File: config.mk
export PLATFORM = sky130hd
export DESIGN_NAME = axis_tx_fifo
export DESIGN_NICKNAME = d
export VERILOG_FILES = /design/src/rtl/axis_pkg.sv /design/src/rtl/axis_fifo_ram.sv /design/src/rtl/axis_tx_fifo.sv
export SDC_FILE = /design/constraint.sdc
export NUM_CORES = 1
export LEC_CHECK = 0
export BUFFER_PORTS_ARGS = -buffer_cell sky130_fd_sc_hd__buf_2
export CAP_MARGIN = 5
export CORE_MARGIN = 4
export CORE_UTILIZATION = 40
export DETAILED_ROUTE_END_ITERATION = 10
export HOLD_SLACK_MARGIN = 0.06
export MAX_ROUTING_LAYER = met4
export PLACE_DENSITY = 0.52
export SLEW_MARGIN = 20
export SYNTH_ARGS = -nofsm -noshare
export SYNTH_HDL_FRONTEND = slang
export SYNTH_HIERARCHICAL = 1
export SYNTH_SLANG_ARGS = --single-unit
export TNS_END_PERCENT = 1
File: constraint.sdc
create_clock -name clk -period 4.72 [get_ports clk]
set_input_delay 0.236 -clock clk [delete_from_list [all_inputs] [get_ports clk]]
set_output_delay 0.236 -clock clk [all_outputs]
set_load 0.02 [all_outputs]
File: src/rtl/axis_pkg.sv
// Shared types and width helpers for the AXI-Stream TX FIFO.
// Holds the default-configuration word layout and the pointer/level width rules.
package axis_pkg;

    localparam int AXIS_DATA_WIDTH = 32;
    localparam int AXIS_DEPTH      = 16;

    localparam int ADDR_W  = $clog2(AXIS_DEPTH);
    localparam int LEVEL_W = ADDR_W + 1;

    typedef struct packed {
        logic [AXIS_DATA_WIDTH-1:0] data;
        logic                       last;
    } axis_word_t;

    function automatic int addr_w(input int depth);
        return (depth > 1) ? $clog2(depth) : 1;
    endfunction

    // One extra bit so full and empty are told apart by the pointer MSB.
    function automatic int level_w(input int depth);
        return addr_w(depth) + 1;
    endfunction

endpackage

File: src/rtl/axis_fifo_ram.sv
// Storage array for the TX FIFO: one synchronous write port, one asynchronous read port.
// The asynchronous read lets the top reload its output register in the same cycle as a pop.
module axis_fifo_ram
    import axis_pkg::*;
#(
    parameter int WIDTH = $bits(axis_word_t),
    parameter int DEPTH = AXIS_DEPTH,
    parameter int AW    = addr_w(DEPTH)
) (
    input  logic             clk,
    input  logic             i_we,
    input  logic [AW-1:0]    i_waddr,
    input  logic [WIDTH-1:0] i_wdata,
    input  logic [AW-1:0]    i_raddr,
    output logic [WIDTH-1:0] o_rdata
);

    logic [WIDTH-1:0] r_mem [DEPTH];

    always_ff @(posedge clk) begin
        if (i_we) begin
            r_mem[i_waddr] <= i_wdata;
        end
    end

    assign o_rdata = r_mem[i_raddr];

endmodule

File: src/rtl/axis_tx_fifo.sv
// Elastic AXI-Stream buffer from the host source to the MAC TX path, first-word-fall-through output.
// Define AXIS_TX_FIFO_FRAME_MODE_EN for store-and-forward egress; otherwise it runs cut-through.
module axis_tx_fifo
    import axis_pkg::*;
#(
    parameter int DATA_WIDTH = AXIS_DATA_WIDTH,
    parameter int DEPTH      = AXIS_DEPTH
) (
    input  logic                    clk,
    input  logic                    reset,
    input  logic [DATA_WIDTH-1:0]   s_axis_tdata,
    input  logic                    s_axis_tvalid,
    input  logic                    s_axis_tlast,
    output logic                    s_axis_trdy,
    output logic [DATA_WIDTH-1:0]   m_axis_tdata,
    output logic                    m_axis_tvalid,
    output logic                    m_axis_tlast,
    input  logic                    m_axis_trdy,
    output logic [$clog2(DEPTH):0]  fifo_level
);

    localparam int AW = addr_w(DEPTH);
    localparam int LW = level_w(DEPTH);
    localparam logic [LW-1:0] ONE_WORD = LW'(1);

    typedef struct packed {
        logic [DATA_WIDTH-1:0] data;
        logic                  last;
    } word_t;

    logic [LW-1:0] r_wr_ptr;
    logic [LW-1:0] r_rd_ptr;
    logic [LW-1:0] w_wr_ptr_next;
    logic [LW-1:0] w_rd_ptr_next;
    logic [LW-1:0] w_level;
    logic [LW-1:0] w_level_next;
    logic          r_s_trdy;
    logic          r_m_tvalid;
    logic          w_m_tvalid_next;
    word_t         r_out;
    word_t         w_out_next;
    word_t         w_ram_rdata;
    word_t         w_wr_word;
    logic          w_wr_en;
    logic          w_rd_en;
    logic          w_empty;
    logic          w_full_next;
    logic [AW-1:0] w_ram_raddr;

    assign w_wr_en   = s_axis_tvalid & r_s_trdy;
    assign w_rd_en   = r_m_tvalid & m_axis_trdy;
    assign w_wr_word = {s_axis_tdata, s_axis_tlast};

    assign w_wr_ptr_next = r_wr_ptr + LW'(w_wr_en);
    assign w_rd_ptr_next = r_rd_ptr + LW'(w_rd_en);
    assign w_level       = r_wr_ptr - r_rd_ptr;
    assign w_level_next  = w_wr_ptr_next - w_rd_ptr_next;
    assign w_empty       = (r_wr_ptr == r_rd_ptr);
    assign w_full_next   = (w_wr_ptr_next[AW] != w_rd_ptr_next[AW]) &&
                           (w_wr_ptr_next[AW-1:0] == w_rd_ptr_next[AW-1:0]);

    // The head word stays in the array until popped; the output register mirrors it,
    // so the word behind the head is what gets loaded on a pop.
    assign w_ram_raddr = r_rd_ptr[AW-1:0] + AW'(1);

    axis_fifo_ram #(
        .WIDTH (DATA_WIDTH + 1),
        .DEPTH (DEPTH),
        .AW    (AW)
    ) u_ram (
        .clk     (clk),
        .i_we    (w_wr_en),
        .i_waddr (r_wr_ptr[AW-1:0]),
        .i_wdata (w_wr_word),
        .i_raddr (w_ram_raddr),
        .o_rdata (w_ram_rdata)
    );

    always_comb begin
        w_out_next = r_out;
        if (w_rd_en) begin
            if (w_level > ONE_WORD) begin
                w_out_next = w_ram_rdata;
            end else if (w_wr_en) begin
                w_out_next = w_wr_word;
            end
        end else if (w_empty && w_wr_en) begin
            w_out_next = w_wr_word;
        end
    end

`ifdef AXIS_TX_FIFO_FRAME_MODE_EN
    logic [LW-1:0] r_frame_cnt;
    logic [LW-1:0] w_frame_cnt_next;
    logic          r_egress;
    logic          w_egress_next;
    logic          w_frame_in;
    logic          w_frame_out;

    assign w_frame_in  = w_wr_en & s_axis_tlast;
    assign w_frame_out = w_rd_en & r_out.last;

    always_comb begin
        w_frame_cnt_next = r_frame_cnt;
        if (w_frame_in && !w_frame_out) begin
            w_frame_cnt_next = r_frame_cnt + ONE_WORD;
        end else if (w_frame_out && !w_frame_in) begin
            w_frame_cnt_next = r_frame_cnt - ONE_WORD;
        end
    end

    // A frame that has started leaving keeps streaming, including an oversize one released by full.
    always_comb begin
        w_egress_next = r_egress;
        if (w_rd_en) begin
            w_egress_next = !r_out.last;
        end
    end

    assign w_m_tvalid_next = (w_level_next != '0) &&
                             ((w_frame_cnt_next != '0) || w_full_next || w_egress_next);

    always_ff @(posedge clk or posedge reset) begin
        if (reset) begin
            r_frame_cnt <= '0;
            r_egress    <= 1'b0;
        end else begin
            r_frame_cnt <= w_frame_cnt_next;
            r_egress    <= w_egress_next;
        end
    end
`else
    assign w_m_tvalid_next = (w_level_next != '0);
`endif

    always_ff @(posedge clk or posedge reset) begin
        if (reset) begin
            r_wr_ptr   <= '0;
            r_rd_ptr   <= '0;
            r_s_trdy   <= 1'b0;
            r_m_tvalid <= 1'b0;
            r_out      <= '0;
        end else begin
            r_wr_ptr   <= w_wr_ptr_next;
            r_rd_ptr   <= w_rd_ptr_next;
            r_s_trdy   <= !w_full_next;
            r_m_tvalid <= w_m_tvalid_next;
            r_out      <= w_out_next;
        end
    end

    assign s_axis_trdy   = r_s_trdy;
    assign m_axis_tvalid = r_m_tvalid;
    assign m_axis_tdata  = r_out.data;
    assign m_axis_tlast  = r_out.last;
    assign fifo_level    = w_level;

endmodule

==> results.md, run 1 <==
- FF+latch count, synth: 573
- Seq. cell area: 16980 um2
- Fill cells: 4686
- Die X: 244.6 um
- Commonest non-fill, non-tap cell in the layout: edfxtp_1
- Synth Area in Adders: 0.008156
- TritonCTS clock tree: done
- Critical path arrival: 3.94 ns
- CP peak stage delay: 0.86 ns
- Slowest-stage cell, CP: a31oi_4
- Port Buf Inserts: 76
- Post-synthesis xor/xnor area fraction: 0.007318
- Critical Path RT: 5.27 ns
- LEAKAGE: 8.551 nW
- Total GRT Usage: 0.1824
- RSZ-0062 raised after global routing: false
- Row count: 86
- Vias/cell: 5.494
- Tmin final: 3.395 ns
- Top_reg_cell synth: edfxtp_1
- Final Max Slew Viols: 0
- Initial DRC count: 810
- Mean post-synth cell area: 21.81 um2
- Main combinational cell family by area after synthesis: multiplexers
- First-pass GRT wire length: 78050 um
- Commonest non-fill, non-tap cells in the layout: 528 x edfxtp_1, 113 x mux4_2, 76 x buf_2
- Vias in the first global route: 11335
- Post-synth EDFFs: 528
- First-pass iteration count of the detailed router: 5
- VDD IR-drop max: 0.8066 mV
- Post-detailed-route wirelength per cell: 26.81 um
- FF-to-FF setup slack: 1.33 ns
- Min-delay src: m_axis_trdy
- Post-detail-place hpwl: 27790 um
- Synth Area in Compound Gates: 0.04290
- Routability cong.: 0.7310
- Deepest level of the CTS H-tree: 2
- CTS buffer count: 58
- CP max FO: 23
- Fin crit share: 0.7192
- PostCTS Resize Cnt: 0
- Initial antenna violation count: 2
- Actual slew at the worst max-slew pin: 1.062 ns
- Final Util: 0.4704
- Largest net degree at the start of global routing: 133
- Antenna viol nets, final: 0
- RR Startpoint: r_rd_ptr[0]
- Syn Nets: 1078
- DR vias: 10835
- Area Overhead vs Synth: 16.15%
- I/O pins: 77
- Clk_skew: 0.02320 ns
- Relative slew slack: 0.2922
- Hold path cells: 3
- Share of layout cells above drive strength 1: 0.2864
- WS Path Type: register to register
- Max-cap violations: 0
- Footprint of the multi-input gates: 5094 um2
- PD cells: 700.5 nW/um2
- Cell breakdown of the critical path: ha_1 > inv_1 > fa_1 > a21o_1 > a21oi_2 > xnor2_2 > nor4_4 > a31oi_4 > buf_4 > o221a_1
- Worst Setup End Kind: register
- Worst Hold End: r_rd_ptr[0]
- Post-Syn Instances: 1027
- Clock slew at reported path FFs: 0.06 ns
- Die area: 59840 um2
- Hold Path Class: primary input to register
- Post-synthesis mux area share: 0.1359
- Final nets: 1224
- Drt total wl: 52870 um
- Reg2Reg Capture Point: m_axis_tdata[10]
- Final hold violations: 0
- Syn Std Cell Area: 22400 um2
- Clock tree root driver cell: clkbuf_16
- Overflow after GRT: 0
- Final setup TNS: 0 ns
- Clock Path Buffers: 3
- Cell depth of the worst flop-to-flop path: 10
- Synth Area in Simple Gates: 0.02620
- Warnings, synthesis: 6
- Core area: 55310 um2
- Outcome: completed
- Die Y: 244.6 um
- Hold buffers post-CTS: 34
- DRC errors left: 0
- Synth unique cells: 42
- Clk sinks: 573
- Final Power: 0.01822 W
- Clock Latency Late Sink: 0.62 ns
- Sequential share of the synthesized area: 0.7582
- CP Launch Type: register
- Post-synth ARST share: 0.07853
- F_max: 294.6 MHz
- Starting density of the core: 0.4050
- Final setup violation count: 0
- Setup Fix Bufs, Post-CTS: 0
## worst max-delay path by stage
stage | from | end | slack [ns] | cells after the start
2_1_floorplan | s_axis_trdy | u_ram/r_mem[0][0] | 0.73 | 4
3_3_place_gp | r_rd_ptr[0] | m_axis_tdata[12] | 1.35 | 10
3_5_place_dp | r_rd_ptr[0] | m_axis_tdata[10] | 1.27 | 10
4_1_cts | r_rd_ptr[0] | m_axis_tdata[7] | 1.27 | 10
5_1_grt | r_rd_ptr[0] | m_axis_tdata[5] | 1.10 | 10
6_report | r_rd_ptr[0] | m_axis_tdata[10] | 1.33 | 10
## state kept, by name, summed over array words and instances (netlist names)
signal / count
r_wr_ptr: 5
s_axis_trdy: 1
u_ram/r_mem: 528
m_axis_tvalid: 1
m_axis_tdata: 32
r_rd_ptr: 5
m_axis_tlast: 1
## Yosys cell counts, drive strengths merged (13+ instances only)
cell | number | area share
clkbuf | 22 | 0.0037
nand2 | 38 | 0.0064
a22oi | 66 | 0.022
dfrtp | 45 | 0.050
nand2b | 34 | 0.0095
mux4 | 132 | 0.14
inv | 13 | 0.0022
o221a | 33 | 0.017
ha | 13 | 0.0073
buf | 34 | 0.015
nor2 | 15 | 0.0025
edfxtp | 528 | 0.71
## stage by stage
step / setup WS, ns / area (um2) / cells / hold slack [ns]
detailed placement: 1.274 / 23730 / 1827 / 0.5191
finish: 1.325 / 26020 / 1972 / 0.2300
global route: 1.103 / 26020 / 1972 / 0.2547
floorplan: 0.7319 / 22400 / 1027 / 0.3349
global placement: 1.346 / 23730 / 1827 / 0.5063
CTS: 1.267 / 26010 / 1970 / 0.2060
## metal layers
metal  vias to the layer above  GRT usage  routed length [um]
li1                       4622          -                   -
met4                         0    0.04195                 907
met5                         -          -                   0
met2                       253     0.2996               26600
met3                        63    0.02611                2162
met1                      5897     0.2456               23200
## cell families after synthesis
kind of cell    count (synthesis)
flops                         573
mux                           132
simple gates                  113
compound gates                109
buf+inv                        69
xor+xnor                       17
fa+ha+maj                      14
## layout make-up
class,count,share of cell area
Sequential cell,573,0.6528
Clock inverter,33,0.01207
Tap cell,748,0.03598
Clock buffer,76,0.06267
Timing Repair Buffer,142,0.03838
Inverter,13,0.002164
Multi-Input combinational cell,385,0.1958
Antenna cell,2,0.0001924
## worst max-delay path: cells and delay by family, from the launching register on
kind                     cells  cell delay [ns]
AND/OR/NAND/NOR              1             0.11
adder cells (fa/ha/maj)      2             0.64
AO/OA/AOI/OAI                4             1.42
buffers and inverters        2             0.42
XOR/XNOR                     1             0.17
flip-flops                   1             0.55
## where the power goes
part	switching [W]	internal, W
logic	0.00394	0.00302
clock network	0.00194	0.00271
registers	0.000322	0.00630
total	0.00620	0.0120
(Power assumes the default switching activity.)
==> inputs of run 2 (changes only) <==
==> constraint.sdc (replaced) <==
create_clock -name clk -period 3.45 [get_ports clk]
set_input_delay 0.1725 -clock clk [delete_from_list [all_inputs] [get_ports clk]]
set_output_delay 0.1725 -clock clk [all_outputs]
set_load 0.02 [all_outputs]
==> results.md, run 2 (synthesis results as in run 1) <==
- Outcome: completed (unchanged)
- RR Startpoint: r_rd_ptr[0] (unchanged)
- DR vias: 10611 (was 10835)
- Overflow after GRT: 0 (unchanged)
- Setup Fix Bufs, Post-CTS: 0 (unchanged)
- LEAKAGE: 8.631 nW (was 8.551 nW)
- Deepest level of the CTS H-tree: 2 (unchanged)
- Die Y: 244.6 um (unchanged)
- Placed cells: 1834 (was 1827)
- WS Path Type: register to register (unchanged)
- Worst Setup End Kind: register (unchanged)
- Final Max Slew Viols: 0 (unchanged)
- Fin crit share: 0.8824 (was 0.7192)
- Commonest non-fill, non-tap cells in the layout: 528 x edfxtp_1, 113 x mux4_2, 76 x buf_2 (unchanged)
- Commonest non-fill, non-tap cell in the layout: edfxtp_1 (unchanged)
- TritonCTS clock tree: done (unchanged)
- Fill cells: 4636 (was 4686)
- Max-cap violations: 0 (unchanged)
- Post-detailed-route wirelength per cell: 26.49 um (was 26.81 um)
- Actual slew at the worst max-slew pin: 0.8232 ns (was 1.062 ns)
- Starting density of the core: 0.4050 (unchanged)
- Clock tree root driver cell: clkbuf_16 (unchanged)
- Max FFs per register: 528 (unchanged)
- I/O pins: 77 (unchanged)
- Critical path arrival: 3.59 ns (was 3.94 ns)
- Tmin final: 3.044 ns (was 3.395 ns)
- Critical path startpoint: r_rd_ptr[0] (unchanged)
- Clock slew at reported path FFs: 0.06 ns (about the same)
- Share of layout cells above drive strength 1: 0.2916 (was 0.2864)
- VDD IR-drop max: 0.6348 mV (was 0.8066 mV)
- PostCTS Resize Cnt: 0 (unchanged)
- CTS buffer count: 59 (was 58)
- Final nets: 1232 (was 1224)
- CP Launch Type: register (unchanged)
- DRC errors left: 0 (unchanged)
- Vias in the first global route: 11396 (was 11335)
- Fin cells: 1979 (was 1972)
- Diodes inserted: 0 (was 2)
- Clk_skew: 0.01707 ns (was 0.02320 ns)
- Post-detail-place hpwl: 28060 um (was 27790 um)
- Largest net degree at the start of global routing: 45 (was 133)
- Final hold violations: 0 (unchanged)
- Antenna viol nets, final: 0 (unchanged)
- First-pass GRT wire length: 77620 um (was 78050 um)
- RSZ-0062 raised after global routing: false (unchanged)
- Area Overhead vs Synth: 17.31% (was 16.15%)
- F_max: 328.5 MHz (was 294.6 MHz)
- Relative slew slack: 0.4505 (was 0.2922)
- Min-delay src: m_axis_trdy (unchanged)
- Initial DRC count: 825 (was 810)
- Critical Path RT: 3.99 ns (was 5.27 ns)
- Port Buf Inserts: 76 (unchanged)
- Vias/cell: 5.362 (was 5.494)
- Final setup violation count: 0 (unchanged)
- Core area: 55310 um2 (unchanged)
- Drt total wl: 52420 um (was 52870 um)
- Hold Path Class: primary input to register (unchanged)
- Initial antenna violation count: 0 (was 2)
- Total GRT Usage: 0.1819 (was 0.1824)
- CP max FO: 17 (was 23)
- Routability cong.: 0.7123 (was 0.7310)
- Final setup TNS: 0 ns (unchanged)
- Clock Latency Late Sink: 0.61 ns (was 0.62 ns)
- First-pass iteration count of the detailed router: 4 (was 5)
- Die area: 59840 um2 (unchanged)
- Most flop-heavy register: u_ram/r_mem (unchanged)
- Die X: 244.6 um (unchanged)
- Seq. cell area: 16980 um2 (unchanged)
- Footprint of the multi-input gates: 5100 um2 (was 5094 um2)
- Row count: 86 (unchanged)
- Clock Path Buffers: 3 (unchanged)
- Clk sinks: 573 (unchanged)
- PD cells: 958.8 nW/um2 (was 700.5 nW/um2)
-- run 2: cell count changes in the layout (fill, tap and decap cells not counted), moves of 2 or more --
cell	change
buf_12	+16
buf_4	-9
clkinvlp_4	+4
clkbuf_8	-3
clkbuf_1	+2
clkinv_1	-2
clkinv_2	+2
diode_2	-2
-- run 2: per-layer routing --
metal	GRT usage	up-vias	routed length, um
met5	-	-	0
met4	0.03860	0	850
met3	0.02316	65	1641
met2	0.3070	183	26980
met1	0.2406	5723	22950
li1	-	4640	-
-- run 2: cell type report --
| type | instances | area share |
|---|---|---|
| sequential | 573 | 0.6463 |
| inverter | 13 | 0.002191 |
| multi-input combinational | 385 | 0.1941 |
| tap | 748 | 0.03562 |
| timing repair buffer | 149 | 0.04762 |
| clock buffer | 75 | 0.06076 |
| clock inverter | 36 | 0.01338 |
-- run 2: report_power, final --
| part | switching (W) | total, W | internal, W |
|---|---|---|---|
| combinational | 0.00543 | 0.00979 | 0.00436 |
| clock | 0.00263 | 0.00635 | 0.00372 |
| sequential | 0.000445 | 0.00906 | 0.00861 |
-- run 2: path summary, 6_finish.rpt --
kind | slack, ns | depth (start not counted) | endpoint
min in group asynchronous | 0.26 | 3 | m_axis_tdata[4]
min | 0.18 | 3 | r_rd_ptr[0]
max reg2reg | 0.41 | 10 | m_axis_tdata[23]
max in group asynchronous | 2.52 | 4 | m_axis_tdata[14]
max | 0.41 | 10 | m_axis_tdata[23]
min reg2reg | 0.56 | 1 | m_axis_tdata[11]
-- run 2: repair_timing --
| item | 4_1_cts | 5_1_grt |
|---|---|---|
| endpoints found under the hold margin | 597 | 0 |
| setup endpoints to repair | 0 | 0 |
| hold buffers | 34 | 0 |
-- run 2: critical path, stage by stage (launching register included) --
cell	delay, ns
dfrtp_1	0.55
ha_1	0.23
inv_1	0.05
fa_1	0.40
a21o_1	0.19
a21oi_2	0.17
xnor2_2	0.17
nor4_4	0.11
a21oi_4	0.62
buf_12	0.26
o221a_2	0.20
-- run 2: stage by stage --
step | total power [W] | util | area, um2 | worst slack, ns | hold WS (ns)
2_1_floorplan | 0.01602 | - | 22400 | -0.2027 | 0.2714
3_3_place_gp | 0.01908 | 0.4336 | 23980 | 0.4464 | 0.4614
3_5_place_dp | 0.01915 | 0.4336 | 23980 | 0.4053 | 0.4802
4_1_cts | 0.02558 | 0.4750 | 26270 | 0.4119 | 0.1545
5_1_grt | 0.02657 | 0.4750 | 26270 | 0.2223 | 0.2031
6_report | 0.02519 | 0.4750 | 26270 | 0.4057 | 0.1766
==> inputs of run 3 (changes only) <==
--- a/config.mk
+++ b/config.mk
@@ -7,12 +7,14 @@
 export LEC_CHECK = 0
 export BUFFER_PORTS_ARGS = -buffer_cell sky130_fd_sc_hd__buf_2
 export CAP_MARGIN = 5
+export CELL_PAD_IN_SITES_DETAIL_PLACEMENT = 1
+export CELL_PAD_IN_SITES_GLOBAL_PLACEMENT = 1
 export CORE_MARGIN = 4
 export CORE_UTILIZATION = 40
 export DETAILED_ROUTE_END_ITERATION = 10
 export HOLD_SLACK_MARGIN = 0.06
 export MAX_ROUTING_LAYER = met4
-export PLACE_DENSITY = 0.52
+export PLACE_DENSITY = 0.58
 export SLEW_MARGIN = 20
 export SYNTH_ARGS = -nofsm -noshare
 export SYNTH_HDL_FRONTEND = slang
==> results.md, run 3 (synthesis results as in run 1) <==
- Worst Hold End: r_rd_ptr[0] (unchanged)
- RR Startpoint: r_wr_ptr[0] (was r_rd_ptr[0])
- CP max FO: 23 (was 17)
- Antenna viol nets, final: 0 (unchanged)
- M1 GR Usage: 0.2600 (was 0.2406)
- CTS buffer count: 60 (was 59)
- Vias in the first global route: 11817 (was 11396)
- PD cells: 969.4 nW/um2 (was 958.8 nW/um2)
- Worst Setup End Kind: register (unchanged)
- Max-cap violations: 0 (unchanged)
- Met3 usage: 0.02436 (was 0.02316)
- Min-delay src: m_axis_trdy (unchanged)
- Hold slack: 0.1775 ns (was 0.1766 ns)
- I/O pins: 77 (unchanged)
- Fin crit share: 0.8684 (was 0.8824)
- DRC errors left: 0 (unchanged)
- LEAKAGE: 8.656 nW (was 8.631 nW)
- Cell depth of the worst flop-to-flop path: 11 (was 10)
- Initial antenna violation count: 1 (was 0)
- Clock Path Buffers: 3 (unchanged)
- Final setup violation count: 0 (unchanged)
- VDD IR-drop max: 0.6426 mV (was 0.6348 mV)
- Post-detailed-route wirelength per cell: 27.48 um (was 26.49 um)
- Post-detail-place hpwl: 29500 um (was 28060 um)
- Post-placement setup slack: 0.4063 ns (was 0.4053 ns)
- Starting density of the core: 0.4050 (unchanged)
- Fin worst setup slack: 0.4541 ns (was 0.4057 ns)
- Final Max Slew Viols: 0 (unchanged)
- Hold buffers post-CTS: 34 (unchanged)
- PostCTS Resize Cnt: 0 (unchanged)
- RSZ-0062 raised after global routing: false (unchanged)
- CP Launch Type: register (unchanged)
- DR vias: 10898 (was 10611)
- Clock Latency Late Sink: 0.61 ns (about the same)
- TritonCTS clock tree: done (unchanged)
- Port Buf Inserts: 76 (unchanged)
- Most flop-heavy register: u_ram/r_mem (unchanged)
- Share of layout cells above drive strength 1: 0.2911 (was 0.2916)
- First-pass GRT wire length: 81150 um (was 77620 um)
- Final nets: 1240 (was 1232)
- GRT Max-Usage Layer: met2 (unchanged)
- Row count: 86 (unchanged)
- Tmin final: 2.996 ns (was 3.044 ns)
- Commonest non-fill, non-tap cell in the layout: edfxtp_1 (unchanged)
- Initial DRC count: 856 (was 825)
- F_max: 333.8 MHz (was 328.5 MHz)
- Clk sinks: 573 (unchanged)
- FF-to-FF setup slack: 0.45 ns (was 0.41 ns)
- Actual slew at the worst max-slew pin: 0.7909 ns (was 0.8232 ns)
- Final setup TNS: 0 ns (unchanged)
- Max FFs per register: 528 (unchanged)
- Hold path cells: 3 (unchanged)
- Reg2Reg Capture Point: m_axis_tdata[10] (was m_axis_tdata[23])
- Final Power: 0.02545 W (was 0.02519 W)
- Die X: 244.6 um (unchanged)
- First-pass iteration count of the detailed router: 5 (was 4)
- Deepest level of the CTS H-tree: 2 (unchanged)
- Die area: 59840 um2 (unchanged)
- Die Y: 244.6 um (unchanged)
- Largest net degree at the start of global routing: 55 (was 45)
- WS Path Type: register to register (unchanged)
- Overflow after GRT: 0 (unchanged)
- Clock tree root driver cell: clkbuf_16 (unchanged)
- Drt total wl: 54650 um (was 52420 um)
- Hold Path Class: primary input to register (unchanged)
- Relative slew slack: 0.4727 (was 0.4505)
- Final Util: 0.4746 (was 0.4750)
- Critical path arrival: 3.53 ns (was 3.59 ns)
- Outcome: completed (unchanged)
- Setup Fix Bufs, Post-CTS: 0 (unchanged)
- Core area: 55310 um2 (unchanged)
- Final hold violations: 0 (unchanged)
- Total GRT Usage: 0.1899 (was 0.1819)
- Critical Path RT: 3.99 ns (about the same)
- Clk_skew: 0.01245 ns (was 0.01707 ns)
- Clock slew at reported path FFs: 0.06 ns (about the same)
- Routability cong.: 0.7225 (was 0.7123)
- Commonest non-fill, non-tap cells in the layout: 528 x edfxtp_1, 113 x mux4_2, 76 x buf_2 (unchanged)
- Met2 usage in global routing: 0.3139 (was 0.3070)
- Area Overhead vs Synth: 17.20% (was 17.31%)
- Vias/cell: 5.479 (was 5.362)
[run 3: per-stage QoR]
stage | instances | area [um2]
6_report | 1989 | 26250
5_1_grt | 1989 | 26250
4_1_cts | 1988 | 26250
3_5_place_dp | 1841 | 23950
3_3_place_gp | 1841 | 23950
2_1_floorplan | 1027 | 22400
[run 3: worst max path at each step]
stage | slack, ns | end | depth (start not counted) | from
floorplan | -0.20 | u_ram/r_mem[4][0] | 4 | s_axis_trdy
global placement | 0.52 | m_axis_tdata[9] | 11 | r_wr_ptr[0]
detailed placement | 0.41 | m_axis_tdata[10] | 11 | r_wr_ptr[0]
CTS | 0.42 | m_axis_tdata[10] | 11 | r_wr_ptr[0]
global route | 0.30 | m_axis_tdata[10] | 11 | r_wr_ptr[0]
finish | 0.45 | m_axis_tdata[10] | 11 | r_wr_ptr[0]
[run 3: routing by layer]
| layer | part of all wire | wire length, um |
|---|---|---|
| met4 | 0.014 | 756 |
| met1 | 0.45 | 24590 |
| met5 | 0 | 0 |
| met3 | 0.034 | 1863 |
| met2 | 0.50 | 27440 |
[run 3: final cells by class]
class | instances | area [um2]
Fill cell | 5097 | 29060
Clock inverter | 33 | 311.5
Multi-Input combinational cell | 385 | 5100
Timing Repair Buffer | 156 | 1216
Tap cell | 748 | 935.9
Sequential cell | 573 | 16980
Antenna cell | 1 | 2.502
Clock buffer | 80 | 1647
Inverter | 13 | 56.30
[run 3: power breakdown]
part | internal [W] | switching, W
combinational | 0.00437 | 0.00568
sequential | 0.00862 | 0.000400
clock | 0.00372 | 0.00266
total | 0.0167 | 0.00874
[run 3: critical path, cell delays in order, from the launching register on]
cell      delay (ns)
dfrtp_1         0.38
inv_1           0.06
ha_1            0.15
inv_1           0.05
fa_1            0.40
a21o_1          0.18
a21oi_2         0.17
xnor2_2         0.11
o41a_2          0.80
buf_4           0.33
nand2b_1        0.09
o221a_1         0.18
